**config.mk**
```make
export PLATFORM = sky130hd
export DESIGN_NAME = hazard_forward_unit
export DESIGN_NICKNAME = d
export VERILOG_FILES = /design/src/rtl/hazard_pkg.sv /design/src/rtl/hazard_src_cmp.sv /design/src/rtl/hazard_forward_unit.sv
export SDC_FILE = /design/constraint.sdc
export NUM_CORES = 1
export LEC_CHECK = 0
export ABC_AREA = 1
export BUFFER_PORTS_ARGS = -buffer_cell sky130_fd_sc_hd__buf_2
export CAP_MARGIN = 30
export CELL_PAD_IN_SITES_DETAIL_PLACEMENT = 1
export CELL_PAD_IN_SITES_GLOBAL_PLACEMENT = 1
export CORE_MARGIN = 3
export CORE_UTILIZATION = 30
export DETAILED_ROUTE_END_ITERATION = 7
export PLACE_DENSITY_LB_ADDON = 0.25
export SLEW_MARGIN = 0
export SYNTH_ARGS = -nofsm -noshare
export SYNTH_HDL_FRONTEND = slang
export SYNTH_SLANG_ARGS = --single-unit
```
**constraint.sdc**
```tcl
create_clock -name clk -period 3.8 [get_ports clk]
set_input_delay 1.14 -clock clk [delete_from_list [all_inputs] [get_ports clk]]
set_output_delay 1.14 -clock clk [all_outputs]
set_load 0.01 [all_outputs]
```
**src/rtl/hazard_pkg.sv**
```systemverilog
// rtl/hazard_pkg.sv - shared encodings and compare helper for the hazard/forwarding unit
//
// Purpose : forwarding-mux select encodings and the "nonzero register match"
//           compare used by every per-operand comparator.
// Ports   : none (package).

package hazard_pkg;

    // EX operand mux select encodings
    localparam logic [1:0] FWD_RF  = 2'b00;  // operand from register file
    localparam logic [1:0] FWD_WB  = 2'b01;  // operand from MEM/WB result
    localparam logic [1:0] FWD_MEM = 2'b10;  // operand from EX/MEM result

    // Widest register address the compare helper accepts; callers zero-extend.
    localparam int HZ_MAX_AW = 16;

    // True when a writer targets a real register (not x0) equal to the reader.
    function automatic logic nz_match(
        input logic                 we,
        input logic [HZ_MAX_AW-1:0] wr_addr,
        input logic [HZ_MAX_AW-1:0] rd_addr
    );
        return we && (wr_addr != '0) && (wr_addr == rd_addr);
    endfunction

endpackage

```
**src/rtl/hazard_src_cmp.sv**
```systemverilog
// rtl/hazard_src_cmp.sv - per-operand forwarding select and load-use / RAW hazard compare
//
// Purpose : purely combinational compare for one source operand.
// Ports   : ex_rs          - ID/EX source register of this operand
//           id_rs          - ID source register of this operand
//           id_rs_used     - ID instruction really reads id_rs
//           mem_rd/_regwrite, wb_rd/_regwrite - later-stage writers
//           ex_rd/_regwrite, ex_memread       - ID/EX writer (load detection)
//           pending        - multi-cycle scoreboard, one bit per register
//           fwd_sel        - EX mux select for this operand
//           load_use       - ID operand depends on a load in EX
//           raw_hit        - ID operand waits on a multi-cycle result

import hazard_pkg::*;

module hazard_src_cmp #(
    parameter int REG_AW = 5
) (
    input  logic [REG_AW-1:0]      ex_rs,
    input  logic [REG_AW-1:0]      id_rs,
    input  logic                   id_rs_used,
    input  logic [REG_AW-1:0]      mem_rd,
    input  logic                   mem_regwrite,
    input  logic [REG_AW-1:0]      wb_rd,
    input  logic                   wb_regwrite,
    input  logic [REG_AW-1:0]      ex_rd,
    input  logic                   ex_regwrite,
    input  logic                   ex_memread,
    input  logic [2**REG_AW-1:0]   pending,
    output logic [1:0]             fwd_sel,
    output logic                   load_use,
    output logic                   raw_hit
);

    logic mem_hit;
    logic wb_hit;
    logic ex_hit;

    always_comb begin
        mem_hit = nz_match(mem_regwrite, HZ_MAX_AW'(mem_rd), HZ_MAX_AW'(ex_rs));
        wb_hit  = nz_match(wb_regwrite,  HZ_MAX_AW'(wb_rd),  HZ_MAX_AW'(ex_rs));
        ex_hit  = nz_match(ex_regwrite,  HZ_MAX_AW'(ex_rd),  HZ_MAX_AW'(id_rs));

        // The younger EX/MEM value always shadows the older MEM/WB value.
        if (mem_hit) begin
            fwd_sel = FWD_MEM;
        end else if (wb_hit) begin
            fwd_sel = FWD_WB;
        end else begin
            fwd_sel = FWD_RF;
        end

        load_use = ex_memread && ex_hit && id_rs_used;
        // pending[0] is never set, so x0 reads cannot raise a RAW stall.
        raw_hit  = pending[id_rs] && id_rs_used;
    end

endmodule

```
**src/rtl/hazard_forward_unit.sv**
```systemverilog
// rtl/hazard_forward_unit.sv - operand forwarding, load-use / multi-cycle hazard stall and scoreboard
//
// Purpose : drives the EX operand muxes, the PC / IF-ID hold plus ID/EX bubble,
//           and tracks one multi-cycle functional unit (busy, timeout, pending regs).
// Ports   : clk, rst_n (async, active low)
//           id_rs/id_rs_used/id_rd/id_regwrite/id_is_mc - instruction in ID
//           ex_rs/ex_rd/ex_regwrite/ex_memread/ex_mc_start - instruction in ID/EX
//           mem_rd/mem_regwrite, wb_rd/wb_regwrite - EX/MEM and MEM/WB writers
//           mc_done/mc_rd - multi-cycle unit writeback
//           fwd_sel   - NUM_SRC x 2-bit EX mux selects
//           stall_id  - hold PC/IF-ID and bubble ID/EX
//           mc_busy   - multi-cycle unit occupied
//           mc_timeout- sticky "unit busy too long" flag
//           stall_cnt - saturating count of stalled cycles

import hazard_pkg::*;

module hazard_forward_unit #(
    parameter int REG_AW     = 5,
    parameter int NUM_SRC    = 2,
    parameter int MC_TIMEOUT = 64,
    parameter int CNT_W      = 16
) (
    input  logic                      clk,
    input  logic                      rst_n,
    input  logic [NUM_SRC*REG_AW-1:0] id_rs,
    input  logic [NUM_SRC-1:0]        id_rs_used,
    input  logic [REG_AW-1:0]         id_rd,
    input  logic                      id_regwrite,
    input  logic                      id_is_mc,
    input  logic [NUM_SRC*REG_AW-1:0] ex_rs,
    input  logic [REG_AW-1:0]         ex_rd,
    input  logic                      ex_regwrite,
    input  logic                      ex_memread,
    input  logic                      ex_mc_start,
    input  logic [REG_AW-1:0]         mem_rd,
    input  logic                      mem_regwrite,
    input  logic [REG_AW-1:0]         wb_rd,
    input  logic                      wb_regwrite,
    input  logic                      mc_done,
    input  logic [REG_AW-1:0]         mc_rd,
    output logic [NUM_SRC*2-1:0]      fwd_sel,
    output logic                      stall_id,
    output logic                      mc_busy,
    output logic                      mc_timeout,
    output logic [CNT_W-1:0]          stall_cnt
);

    localparam int NREG  = 2**REG_AW;
    localparam int TMR_W = $clog2(MC_TIMEOUT + 1);
    localparam logic [TMR_W-1:0] TMR_MAX = TMR_W'(MC_TIMEOUT);

    logic [NREG-1:0]    pending_q,    pending_d;
    logic               mc_busy_q,    mc_busy_d;
    logic [TMR_W-1:0]   busy_tmr_q,   busy_tmr_d;
    logic               mc_timeout_q, mc_timeout_d;
    logic [CNT_W-1:0]   stall_cnt_q,  stall_cnt_d;

    logic [NUM_SRC-1:0] load_use_v;
    logic [NUM_SRC-1:0] raw_v;
    logic               waw_hz;
    logic               struct_hz;

    for (genvar i = 0; i < NUM_SRC; i++) begin : g_src
        hazard_src_cmp #(
            .REG_AW (REG_AW)
        ) u_cmp (
            .ex_rs        (ex_rs[i*REG_AW +: REG_AW]),
            .id_rs        (id_rs[i*REG_AW +: REG_AW]),
            .id_rs_used   (id_rs_used[i]),
            .mem_rd       (mem_rd),
            .mem_regwrite (mem_regwrite),
            .wb_rd        (wb_rd),
            .wb_regwrite  (wb_regwrite),
            .ex_rd        (ex_rd),
            .ex_regwrite  (ex_regwrite),
            .ex_memread   (ex_memread),
            .pending      (pending_q),
            .fwd_sel      (fwd_sel[i*2 +: 2]),
            .load_use     (load_use_v[i]),
            .raw_hit      (raw_v[i])
        );
    end

    // Hazard detection
    always_comb begin
        waw_hz    = id_regwrite && (id_rd != '0) && pending_q[id_rd];
        // A unit finishing this cycle can accept the next issue immediately.
        struct_hz = id_is_mc && mc_busy_q && !mc_done;
        stall_id  = (|load_use_v) || (|raw_v) || waw_hz || struct_hz;
    end

    // Scoreboard, busy tracking, timeout and stall counter next-state
    always_comb begin
        pending_d = pending_q;
        if (mc_done) begin
            pending_d[mc_rd] = 1'b0;
        end
        // Applied after the clear so a same-register reissue keeps the entry set.
        if (ex_mc_start && (ex_rd != '0)) begin
            pending_d[ex_rd] = 1'b1;
        end
        pending_d[0] = 1'b0;

        if (ex_mc_start) begin
            mc_busy_d = 1'b1;
        end else if (mc_done) begin
            mc_busy_d = 1'b0;
        end else begin
            mc_busy_d = mc_busy_q;
        end

        if (ex_mc_start || !mc_busy_q) begin
            busy_tmr_d = '0;
        end else if (busy_tmr_q != TMR_MAX) begin
            busy_tmr_d = busy_tmr_q + 1'b1;
        end else begin
            busy_tmr_d = busy_tmr_q;
        end

        mc_timeout_d = mc_timeout_q || (busy_tmr_d == TMR_MAX);

        if (stall_id && (stall_cnt_q != '1)) begin
            stall_cnt_d = stall_cnt_q + 1'b1;
        end else begin
            stall_cnt_d = stall_cnt_q;
        end
    end

    always_ff @(posedge clk or negedge rst_n) begin
        if (!rst_n) begin
            pending_q    <= '0;
            mc_busy_q    <= 1'b0;
            busy_tmr_q   <= '0;
            mc_timeout_q <= 1'b0;
            stall_cnt_q  <= '0;
        end else begin
            pending_q    <= pending_d;
            mc_busy_q    <= mc_busy_d;
            busy_tmr_q   <= busy_tmr_d;
            mc_timeout_q <= mc_timeout_d;
            stall_cnt_q  <= stall_cnt_d;
        end
    end

    assign mc_busy    = mc_busy_q;
    assign mc_timeout = mc_timeout_q;
    assign stall_cnt  = stall_cnt_q;

endmodule
```
=== Word level (Yosys, flattened, before mapping) ===
Index checks and enable logic that the tools add are counted.

* Input port bits: 57
* Bits in registers: 56
* Output and inout port bits: 23

* Equality and inequality tests: 9
* Muxes and demuxes: 20
* Bitwise gates (word level): 3
* Magnitude comparators: 7
* Add/subtract/negate cells: 2
* Reduce and logical (&&, ||, !) cells: 37

{| class="wikitable"
|+ Operators with widths
! operator !! number
|-
| $mux W32 || 2
|-
| $and A32 B32 Y32 || 1
|-
| $not A32 Y32 || 1
|-
| $or A32 B32 Y32 || 1
|-
| $eq A5 B5 Y1 || 6
|-
| $lt A5 B6 Y1 const B || 5
|-
| $logic_and A1 B1 Y1 || 23
|-
| $reduce_bool A5 Y1 || 4
|-
| $add A16 B1 Y16 const B || 1
|-
| $ne A16 B16 Y1 const B || 1
|-
| $bmux W1 S5 || 3
|-
| $mux W7 || 2
|-
| $demux W1 S5 || 2
|-
| $ge A5 B1 Y1 const B || 2
|-
| $mux W1 || 9
|-
| $add A7 B1 Y7 const B || 1
|-
| $eq A7 B7 Y1 const B || 1
|-
| $ne A7 B7 Y1 const B || 1
|-
| $logic_or A1 B1 Y1 || 5
|-
| $mux W2 || 2
|-
| $reduce_or A2 Y1 || 2
|-
| $logic_not A1 Y1 || 2
|-
| $reduce_bool A2 Y1 || 1
|}

=== Longest topological paths before layout ===
Gate-level depths: netlist (run 1).

* Word-level depth: 10
* Depth in mapped cells: 15
* Depth with buffers taken out: 14

=== Hierarchy ===
Synthesis (run 1) repeated with hierarchy kept, for this count alone.

* Cells, all modules: 664
* Area total of the unflattened synthesis: 4475.5 sq um

{| class="wikitable"
|+ Modules (own cells, without submodules)
! module !! sequential area each (sq um) !! cells each !! times used !! area an instance (sq um)
|-
| hazard_forward_unit || 1401.3 || 412 || 1 || 3156.8
|-
| hazard_src_cmp || 0.0 || 126 || 2 || 659.4
|}

=== Least setup slack after synthesis (run 1) ===
Ideal clock, no wire load.

* Path kind: input -> output
* Start point: input mem_rd[0]
* End point: output fwd_sel[2]
* Setup slack: 395 ps
* Buffers on the path: 0
* Arrival: 2265 ps
* Stages: 4
* Cells stage by stage: or4_1 > o21ai_0 > nor2_1 > nor4_1

* Cells in the longest elaborated chain, start to end: 4
* Elaborated cells on any way between the ends: 5
* Classes of those cells: eq/ne: 1; mux: 1; reduce/logical: 3

{| class="wikitable"
|+ Ends and longest elaborated chain
! what !! RTL line !! RTL
|-
| start: declaration || hazard_forward_unit.sv:36 || <nowiki>input logic [REG_AW-1:0] mem_rd,</nowiki>
|-
| $reduce_bool A5 Y1 || hazard_pkg.sv:23 || <nowiki>return we && (wr_addr != '0) && (wr_addr == rd_addr);</nowiki>
|-
| $logic_and A1 B1 Y1 || hazard_pkg.sv:23 ||
|-
| $logic_and A1 B1 Y1 * || hazard_pkg.sv:23 ||
|-
| via g_src[1].u_cmp.mem_hit || hazard_src_cmp.sv:35 || <nowiki>logic mem_hit;</nowiki>
|-
| $mux W2 * || hazard_src_cmp.sv:45 || <nowiki>if (mem_hit) begin</nowiki>
|-
| end: declaration || hazard_forward_unit.sv:42 || <nowiki>output logic [NUM_SRC*2-1:0] fwd_sel,</nowiki>
|}

Mark *: on every way through the listed nets, which the timed path passes. The rest lies on a longest branch.

=== Worst setup path after layout (run 1) ===
* Start point: input id_rd[2]
* End point: output stall_id

* Cells in the longest elaborated chain, start to end: 5
* Elaborated cells on any way between the ends: 7
* Classes of those cells: mux: 2; reduce/logical: 5

{| class="wikitable"
|+ Ends and longest elaborated chain
! what !! RTL line !! RTL
|-
| start: declaration || hazard_forward_unit.sv:28 || <nowiki>input logic [REG_AW-1:0] id_rd,</nowiki>
|-
| $bmux W1 S5 or $reduce_bool A5 Y1 (tied branches) || hazard_forward_unit.sv:87 || <nowiki>waw_hz = id_regwrite && (id_rd != '0) && pending_q[id_rd];</nowiki>
|-
| $mux W1 (implied by the code) or $logic_and A1 B1 Y1 (tied branches) || hazard_forward_unit.sv:87 ||
|-
| $logic_and A1 B1 Y1 * || hazard_forward_unit.sv:87 ||
|-
| $logic_or A1 B1 Y1 * (2 in a row) || hazard_forward_unit.sv:90 || <nowiki>stall_id = (|load_use_v) || (|raw_v) || waw_hz || struct_hz;</nowiki>
|-
| end: declaration || hazard_forward_unit.sv:43 || <nowiki>output logic stall_id,</nowiki>
|}

Every way passes the cells marked *; elsewhere a longest branch is shown, timed or not. The select of a mux whose other input is x is not followed.

==> metrics.csv, run 1 <==
stage,metric,value,unit
die,start_util,0.3110,
place,preCtsSetupSlack,0.1162,ns
cells_and_area,final_layout_size_suffix_gt1_frac,0.1593,
clocking,hold_buffers,0,
synthesis,synth_seq_cells,56,
global_routing,grt_overflow,0,
run,drv_cap,0,
critical_path,cp-start-kind,input port,
sta,relSlewSlack,0.5607,
synthesis,syn_inst,604,
die,dieHeight,124.1,um
cells_and_area,final_util,0.3630,
power_and_ir_drop,power_density,390.4,nW/um2
sta,setup_violations,0,
cells_and_area,final_common_cell,nand2_1,
sta,period_share,0.9681,
synthesis,synthDistinctLibCells,34,
place,hpwl,11680,um
detailed_routing,antenna_left,0,
clocking,clk_path_buf_depth,2,
critical_path,end_kind,output port,
detailed_routing,via_count,4411,
synthesis,synth_area_per_cell,6.927,um2
critical_path,cp.arrival,2.54,ns
sta,worst_slew_pin_slew,0.6590,ns
synthesis,synth_fp_nets,664,
global_routing,grt_max_degree,31,
detailed_routing,drt_first_pass_iters,4,
critical_path,critical_path_class,in -> out,
synthesis,seq_area_frac_synth,0.3349,
detailed_routing,totalWireLength,14480,um
cells_and_area,syn2layout_area_growth,16.72,%
status,status,completed,
clocking,cts_setup_buffers,0,
die,num_io_pins,80,
place,port-buffer-count,79,
sta,fmax,271.8,MHz
global_routing,grt_pass1_wl,22870,um
power_and_ir_drop,ir_drop,0.1676,mV
sta,layout_setup_ws,0.1210,ns
sta,fin_tns_setup,0,ns
critical_path,worstPathMaxFanout,5,
min_path,hold_class,reg -> reg,
synthesis,synthTopCellsByArea,"dfrtp_1 (33%), nand3_1 (14%), nand2_1 (12%)",
synthesis,yosys_warnings,0,
clocking,cts_root_buf,clkbuf_16,
detailed_routing,drt_iter0_drc,228,
clocking,clock_sinks,56,
synthesis,yosysTopAreaCellShare,0.3349,
clocking,path_clk_slew,0.07,ns
global_routing,grt_pass1_vias,4470,
sta,hold_violations,0,
critical_path,critPathRequiredTime,2.66,ns
cells_and_area,fin_nets,737,
power_and_ir_drop,leakage,2.444,nW
clocking,cts-htree-levels,2,
cells_and_area,mostFrequentLayoutCells,"nand2_1 (137), nand3_1 (118), buf_2 (79)",
die,std_cell_rows,42,
sta,rsz0062_at_grt,no,
detailed_routing,routed_via_density,5.165,
die,fp.dieW,124.1,um
place,place.gp.congestion,0.8439,
sta,period_minus_slack,3.679,ns
die,die_area,15400,um2
detailed_routing,drc,0,
sta,skew,0.01198,ns
cells_and_area,fill_cells,1745,
global_routing,grt_usage,0.1884,
synthesis,synthesis.area,4184,um2
clocking,cts_tree,yes,
clocking,cts-resized-gates,0,
clocking,numCtsBuffers,5,
cells_and_area,antenna_cells,0,
sta,drv_slew,0,
clocking,worstSkewPairLatency,0.30,ns
global_routing,antenna_found_initial,1,
detailed_routing,avgRoutedWirePerCell,16.96,um
synthesis,yosysTopAreaCell,dfrtp_1,
die,fp.coreArea,13450,um2
-- cells in the mapped netlist, drive strengths merged --
library cell,instances
xor2,23
inv,69
nand3,119
ha,3
o211ai,10
dfrtp,56
nand2,140
nand3b,2
xnor2,17
a21oi,11
or4,1
nor3,7
nor4,5
o21bai,1
or2,2
buf,19
a31o,1
o22ai,3
nor2,35
nand4,6
o21ai,74
-- per-stage QoR --
| step | total power (W) | hold WS (ns) | std cells | area [um2] |
|---|---|---|---|---|
| 6_report | 0.001907 | 0.4860 | 854 | 4883 |
| 2_1_floorplan | 0.001185 | 0.4704 | 604 | 4184 |
| 5_1_grt | 0.002044 | 0.5055 | 854 | 4883 |
| 4_1_cts | 0.001926 | 0.4851 | 854 | 4883 |
| 3_5_place_dp | 0.001437 | 0.4651 | 846 | 4733 |
| 3_3_place_gp | 0.001408 | 0.4554 | 846 | 4733 |
-- cell families after synthesis --
family / after synthesis / share of synthesized area
AOI/OAI and AO/OA: 100 / 0.1316
xor gates and xnor gates: 40 / 0.08553
adders and majority gates: 3 / 0.008972
buffers and inverters: 88 / 0.09749
DFF: 56 / 0.3349
and+or+nand+nor: 317 / 0.3415
-- sequential cells by signal (all words and copies together) (netlist names) --
register,flops
pending_q,31
mc_timeout,1
mc_busy,1
stall_cnt,16
busy_tmr_q,7
-- path summary, 6_finish.rpt --
check | from | endpoint | slack [ns] | depth (start not counted)
setup / recovery | id_rd[2] | stall_id | 0.12 | 11
hold / removal | mc_timeout | mc_timeout | 0.49 | 1
setup reg to reg | stall_cnt[0] | stall_cnt[2] | 1.34 | 9
hold reg to reg | mc_timeout | mc_timeout | 0.49 | 1
max in group asynchronous | rst_n | pending_q[26] | 2.08 | 2
min in group asynchronous | rst_n | stall_cnt[1] | 0.86 | 1
-- critical path, cell delays in order --
cell and delay [ns]:
buf_2 0.13, nor2_1 0.29, nand3_1 0.13, a21oi_1 0.19, nor2_1 0.07, nand2_1 0.06
nand3_1 0.12, nand2_2 0.14, inv_1 0.08, nand2_4 0.06, buf_2 0.14
-- power by group --
group	switching, W	internal (W)	leakage [nW]
combinational	0.000381	0.000218	1.66
sequential	0.000125	0.000705	0.716
clock	0.000215	0.000263	0.0701
-- cell type report --
| type | instances | area [um2] | area share |
|---|---|---|---|
| clock inverters | 1 | 7.507 | 0.001537 |
| multi-input cells | 460 | 2375 | 0.4863 |
| repair buffers | 85 | 478.0 | 0.09787 |
| well taps | 176 | 220.2 | 0.04509 |
| clock buffers | 7 | 142.6 | 0.02921 |
| inverters | 69 | 259.0 | 0.05304 |
| flip-flops and latches | 56 | 1401 | 0.2870 |
-- layer usage --
metal / wire length (um) / vias up / GRT usage
li1: - / 2153 / -
met1: 6903 / 2150 / 0.2666
met2: 6673 / 90 / 0.3034
met3: 681 / 16 / 0.02543
met4: 216 / 2 / 0.04860
met5: 7 / - / 0
(Power assumes the default switching activity.)
==> run 2: changes to the inputs <==
==> constraint.sdc (replaced) <==
create_clock -name clk -period 3.8 [get_ports clk]
set_input_delay 0.19 -clock clk [delete_from_list [all_inputs] [get_ports clk]]
set_output_delay 0.19 -clock clk [all_outputs]
set_load 0.01 [all_outputs]
==> run 2 against run 1 <==
  * Critical path depth down 2
  * Power up 5.7%
  * Utilization down 0.22 points
  * Final cell count down 0.59%
  * Sequential power about the same
  * Worst hold slack worse by 0.34 ns
==> metrics.csv, run 2 (synthesis results as in run 1) <==
stage,metric,value,unit,change
status,status,completed,,
critical_path,r2r_setup_slack,1.40,ns,+0.06 ns
min_path,min_path_cells,2,,+1
cells_and_area,final_common_cell,nand2_1,,
global_routing,grt_max_degree,39,,+26%
sta,fmax,417.4,MHz,+54%
critical_path,critPathRequiredTime,4.04,ns,+1.38 ns
power_and_ir_drop,clockPowerShare,0.294,,+0.043
die,dieHeight,124.1,um,unchanged
power_and_ir_drop,ir_drop,0.1705,mV,+1.8%
clocking,path_clk_slew,0.07,ns,about the same
cells_and_area,top_register,pending_q,,
power_and_ir_drop,power_density,415.2,nW/um2,+6.4%
critical_path,r2r-start,stall_cnt[0],,
sta,hold_violations,0,,unchanged
cells_and_area,largest_reg_flops,31,,unchanged
die,std_cell_rows,42,,unchanged
clocking,cts_root_buf,clkbuf_16,,
power_and_ir_drop,p_sw,0.0007265,W,+0.82%
sta,setup_violations,0,,unchanged
clocking,worstSkewPairLatency,0.30,ns,about the same
global_routing,grt_overflow,0,,unchanged
clocking,cts_setup_buffers,0,,unchanged
critical_path,worstPathMaxFanout,17,,+12
critical_path,critical_path_class,reg -> reg,,
cells_and_area,final_layout_size_suffix_gt1_frac,0.1530,,-0.006246
place,port-buffer-count,79,,unchanged
critical_path,cp-start-kind,register,,
detailed_routing,via_count,4459,,+1.1%
die,fp.dieW,124.1,um,unchanged
sta,worst_slew_pin_slew,0.5461,ns,-0.1129 ns
sta,fin_tns_setup,0,ns,unchanged
critical_path,reg2reg_depth,9,,unchanged
detailed_routing,drc,0,,unchanged
global_routing,grt_usage,0.1927,,+0.004308
place,place_area,4658,um2,-1.6%
clocking,clock_sinks,56,,unchanged
min_path,min_from,mc_done,,
sta,drv_slew,0,,unchanged
sta,period_minus_slack,2.396,ns,-1.283 ns
cells_and_area,design_area,4853,um2,-0.61%
cells_and_area,mostFrequentLayoutCells,"nand2_1 (137), nand3_1 (118), buf_2 (79)",,
power_and_ir_drop,power,0.002015,W,+5.7%
global_routing,antenna_found_initial,1,,unchanged
power_and_ir_drop,p_seq_frac,0.413,,-0.022
place,placed_cells,841,,-0.59%
die,num_io_pins,80,,unchanged
clocking,cts_tree,yes,,
sta,relSlewSlack,0.6351,,+0.07439
run,drv_cap,0,,unchanged
clocking,cts-resized-gates,0,,unchanged
cells_and_area,fin_nets,733,,-0.54%
detailed_routing,drt_iter0_drc,311,,+36%
min_path,whs_endpoint,mc_busy,,
detailed_routing,avgRoutedWirePerCell,17.51,um,+3.2%
clocking,numCtsBuffers,5,,unchanged
sta,skew,0.007846,ns,-0.004131 ns
power_and_ir_drop,leakage,2.431,nW,-0.56%
cells_and_area,syn2layout_area_growth,16.00,%,
die,fp.coreArea,13450,um2,unchanged
cells_and_area,antenna_cells,0,,unchanged
die,die_area,15400,um2,unchanged
critical_path,cp.arrival,2.63,ns,+0.09 ns
detailed_routing,drt_first_pass_iters,4,,unchanged
global_routing,grt_pass1_wl,23160,um,+1.3%
clocking,hold_buffers,1,,+1
detailed_routing,totalWireLength,14860,um,+2.6%
min_path,hold_class,in -> reg,,
detailed_routing,routed_via_density,5.252,,+1.7%
power_and_ir_drop,combPwrFrac,0.293,,-0.021
sta,rsz0062_at_grt,no,,
cells_and_area,fin_cells,849,,-0.59%
clocking,clk_path_buf_depth,2,,unchanged
global_routing,grt_pass1_vias,4458,,-0.27%
place,hpwl,11840,um,+1.4%
power_and_ir_drop,switching_share,0.3605,,-0.01744
die,start_util,0.3110,,unchanged
detailed_routing,antenna_left,0,,unchanged
critical_path,worstReg2RegEnd,stall_cnt[15],,
clocking,cts-htree-levels,2,,unchanged
place,place.gp.congestion,0.8661,,+2.6%
power_and_ir_drop,p_int,0.001289,W,+8.7%
sta,period_share,0.6304,,-0.3377
critical_path,end_kind,register,,
[run 2: cell count changes in the layout (fill, tap and decap cells not counted)]
| cell | change |
|---|---|
| buf_4 | -2 |
| clkbuf_1 | -1 |
| clkbuf_8 | -1 |
| dlygate4sd3_1 | +1 |
| clkinvlp_4 | -1 |
| buf_12 | -3 |
| bufinv_16 | +2 |
[run 2: area by class of cell]
class / instances / area, um2
flip-flops and latches: 56 / 1401
repair buffers: 81 / 412.9
fillers: 1763 / 8600
clock inverters: 2 / 60.06
multi-input cells: 460 / 2375
inverters: 69 / 259.0
well taps: 176 / 220.2
clock buffers: 5 / 125.1
[run 2: critical path, cell delays in order (launching register included)]
cell	delay [ns]
dfrtp_1	0.42
ha_1	0.23
nand3_2	0.15
nor3_4	0.19
nand2_1	0.13
nor2_2	0.16
nand4_2	0.45
o21ai_4	0.40
nand2_1	0.11
nand2_1	0.09
[run 2: worst max-delay path by stage]
stage,start,endpoint,slack (ns),cells after the start
6_report,stall_cnt[0],stall_cnt[15],1.40,9
5_1_grt,stall_cnt[0],stall_cnt[3],1.12,9
4_1_cts,stall_cnt[0],stall_cnt[15],1.40,9
3_5_place_dp,stall_cnt[0],stall_cnt[15],1.44,9
3_3_place_gp,stall_cnt[0],stall_cnt[7],1.51,9
2_1_floorplan,stall_cnt[0],stall_cnt[8],1.97,9
[run 2: metal layers]
layer  up-vias  GRT usage  routed length, um
met5         -          0                  7
met4         2    0.05613                295
met3        21    0.02861                780
met2        99     0.3091               6846
met1      2199     0.2694               6933
li1       2138          -                  -
[run 2: power groups by stage]
stage	clock network, W	registers (W)	logic [W]
4_1_cts	0.000602	0.000829	0.000594
2_1_floorplan	0	0.000802	0.000383
3_3_place_gp	0	0.000836	0.000570
6_report	0.000592	0.000833	0.000590
5_1_grt	0.000626	0.000849	0.000675
3_5_place_dp	0	0.000840	0.000590
[run 2: per-stage QoR]
step	hold slack [ns]	utilization	worst slack (ns)
5_1_grt	0.1481	0.3608	1.123
3_5_place_dp	0.1656	0.3463	1.443
3_3_place_gp	0.1588	0.3463	1.513
2_1_floorplan	-0.1056	-	1.967
6_report	0.1506	0.3608	1.404
4_1_cts	0.1437	0.3608	1.397
==> run 3: changes to the inputs <==
==> constraint.sdc (replaced) <==
create_clock -name clk -period 2.2 [get_ports clk]
set_input_delay 0.11 -clock clk [delete_from_list [all_inputs] [get_ports clk]]
set_output_delay 0.11 -clock clk [all_outputs]
set_load 0.01 [all_outputs]
==> run 3 against run 2 <==
  * Count of clock-buffer cells in the layout up 1
  * Fmax up 22%
  * Global-route usage down 0.051 points
  * Setup slack worse by 1.2 ns
  * Combinational power up 76%
  * Highest routed layer unchanged
==> metrics.csv, run 3 (synthesis results as in run 1) <==
stage,metric,value,unit,change
sta,drv_slew,0,,unchanged
detailed_routing,totalWireLength,14870,um,about the same
detailed_routing,drc,0,,unchanged
detailed_routing,via_count,4462,,+0.067%
global_routing,antenna_found_initial,1,,unchanged
critical_path,max_stage_delay,0.42,ns,-0.03 ns
critical_path,critical_path_class,reg -> reg,,
sta,skew,0.008938,ns,+0.001092 ns
power_and_ir_drop,power_density,680.9,nW/um2,+64%
power_and_ir_drop,p_sw,0.001270,W,+75%
die,die_area,15400,um2,unchanged
cells_and_area,final_layout_size_suffix_gt1_frac,0.1630,,+0.009950
cells_and_area,fill_cells,1765,,+0.11%
die,fp.coreArea,13450,um2,unchanged
clocking,clock_sinks,56,,unchanged
sta,relSlewSlack,0.5106,,-0.1244
cells_and_area,largest_reg_flops,31,,unchanged
sta,setup_violations,0,,unchanged
clocking,worstSkewPairLatency,0.30,ns,about the same
critical_path,cp_slowest_cell,dfrtp_1,,
power_and_ir_drop,power,0.003319,W,+65%
cells_and_area,antenna_cells,0,,unchanged
sta,worst_slew_pin_slew,0.7340,ns,+0.1880 ns
min_path,hold_class,in -> reg,,
cells_and_area,mostFrequentLayoutCells,"nand2_1 (137), nand3_1 (118), buf_2 (79)",,
run,drv_cap,0,,unchanged
clocking,cts_root_buf,clkbuf_16,,
power_and_ir_drop,p_int,0.002049,W,+59%
critical_path,worst_path_most_repeated_cell,nand2_1,,
die,dieHeight,124.1,um,unchanged
power_and_ir_drop,clockPowerShare,0.253,,-0.041
sta,rsz0062_at_grt,no,,
global_routing,grt_max_degree,57,,+46%
power_and_ir_drop,leakage,2.442,nW,+0.45%
die,std_cell_rows,42,,unchanged
global_routing,grt_pass1_wl,23050,um,-0.48%
cells_and_area,syn2layout_area_growth,16.51,%,
sta,period_share,0.8920,,+0.2616
place,port-buffer-count,79,,unchanged
power_and_ir_drop,switching_share,0.3827,,+0.02221
sta,hold_violations,0,,unchanged
cells_and_area,fin_nets,740,,+0.95%
clocking,cts-htree-levels,2,,unchanged
place,hpwl,11780,um,-0.57%
cells_and_area,top_register,pending_q,,
die,fp.dieW,124.1,um,unchanged
detailed_routing,routed_via_density,5.207,,-0.87%
detailed_routing,antenna_left,0,,unchanged
cells_and_area,seq_area,1401,um2,unchanged
die,num_io_pins,80,,unchanged
global_routing,grt_pass1_vias,4407,,-1.1%
cells_and_area,design_area,4875,um2,+0.44%
cells_and_area,multi_input_area,2375,um2,unchanged
clocking,numCtsBuffers,5,,unchanged
global_routing,grt_usage,0.1922,,-0.0005148
detailed_routing,drt_first_pass_iters,4,,unchanged
power_and_ir_drop,ir_drop,0.2990,mV,+75%
clocking,cts_tree,yes,,
global_routing,grt_overflow,0,,unchanged
clocking,clk_path_buf_depth,2,,unchanged
detailed_routing,avgRoutedWirePerCell,17.35,um,-0.92%
sta,period_minus_slack,1.963,ns,-0.4332 ns
clocking,path_clk_slew,0.08,ns,about the same
sta,fmax,509.6,MHz,+22%
place,place.gp.congestion,0.9268,,+7.0%
status,status,completed,,
critical_path,critPathRequiredTime,2.44,ns,-1.60 ns
die,start_util,0.3110,,unchanged
critical_path,cp.arrival,2.20,ns,-0.43 ns
power_and_ir_drop,combPwrFrac,0.314,,+0.021
critical_path,end_kind,register,,
critical_path,cp-start-kind,register,,
critical_path,worstPathMaxFanout,16,,-1
cells_and_area,final_common_cell,nand2_1,,
detailed_routing,drt_iter0_drc,364,,+17%
place,place_area,4681,um2,+0.48%
sta,fin_tns_setup,0,ns,unchanged
power_and_ir_drop,p_seq_frac,0.433,,+0.020
critical_path,crit_chain,ha_1 > nand3_2 > nor3_4 > nand2_1 > nor2_2 > nand4_2 > o21ai_4 > nand2_1 > nand2_1,,
-- run 3: area by class of cell --
type / instances / share of cell area
multi-input cells: 460 / 0.4872
flip-flops and latches: 56 / 0.2875
repair buffers: 88 / 0.09548
inverters: 69 / 0.05313
well taps: 176 / 0.04517
clock buffers: 6 / 0.02849
clock inverters: 2 / 0.003080
-- run 3: through the flow --
step	hold WS (ns)	worst slack, ns	cells	utilization
2_1_floorplan	-0.1856	0.3666	604	-
3_3_place_gp	0.2969	0.2814	844	0.3479
3_5_place_dp	0.3183	0.2491	844	0.3479
4_1_cts	0.05339	0.1326	853	0.3601
5_1_grt	0.05969	0.01079	857	0.3624
6_report	0.05751	0.2375	857	0.3624
-- run 3: worst max-delay path: cells and delay by family, from the launching register on --
family	cells	cell delay [ns]
AOI/OAI and AO/OA	1	0.24
adders and majority gates	1	0.22
and+or+nand+nor	7	1.02
DFF	1	0.42
-- run 3: path summary, 6_finish.rpt --
kind	slack, ns	end	start	cells after the start
worst max-delay path	0.24	stall_cnt[3]	stall_cnt[0]	9
worst min-delay path	0.06	mc_busy	mc_done	2
worst max register to register	0.24	stall_cnt[3]	stall_cnt[0]	9
worst min register to register	0.48	mc_timeout	mc_timeout	1
max in group asynchronous	1.17	pending_q[30]	rst_n	3
min in group asynchronous	0.52	stall_cnt[13]	rst_n	3
-- run 3: metal layers --
layer	wire length, um	vias to the layer above	track usage
met5	7	-	0
li1	-	2162	-
met4	359	2	0.06023
met1	6813	2163	0.2681
met3	833	28	0.03134
met2	6853	107	0.3047
-- run 3: power by group through the flow --
stage                     registers [W]  clock network [W]  logic (W)
after floorplan                 0.00138                  0   0.000662
after global placement          0.00144                  0   0.000984
after detailed placement        0.00145                  0    0.00103
after CTS                       0.00143           0.000862    0.00103
after global routing            0.00146           0.000910    0.00119
final                           0.00144           0.000839    0.00104
-- run 3: what timing repair did --
action | CTS | global route
hold endpoints to repair | 26 | 0
setup buffers | 0 | 4
gates resized for setup | 0 | 1
hold buffers | 1 | 0
setup endpoints to repair | 0 | 1
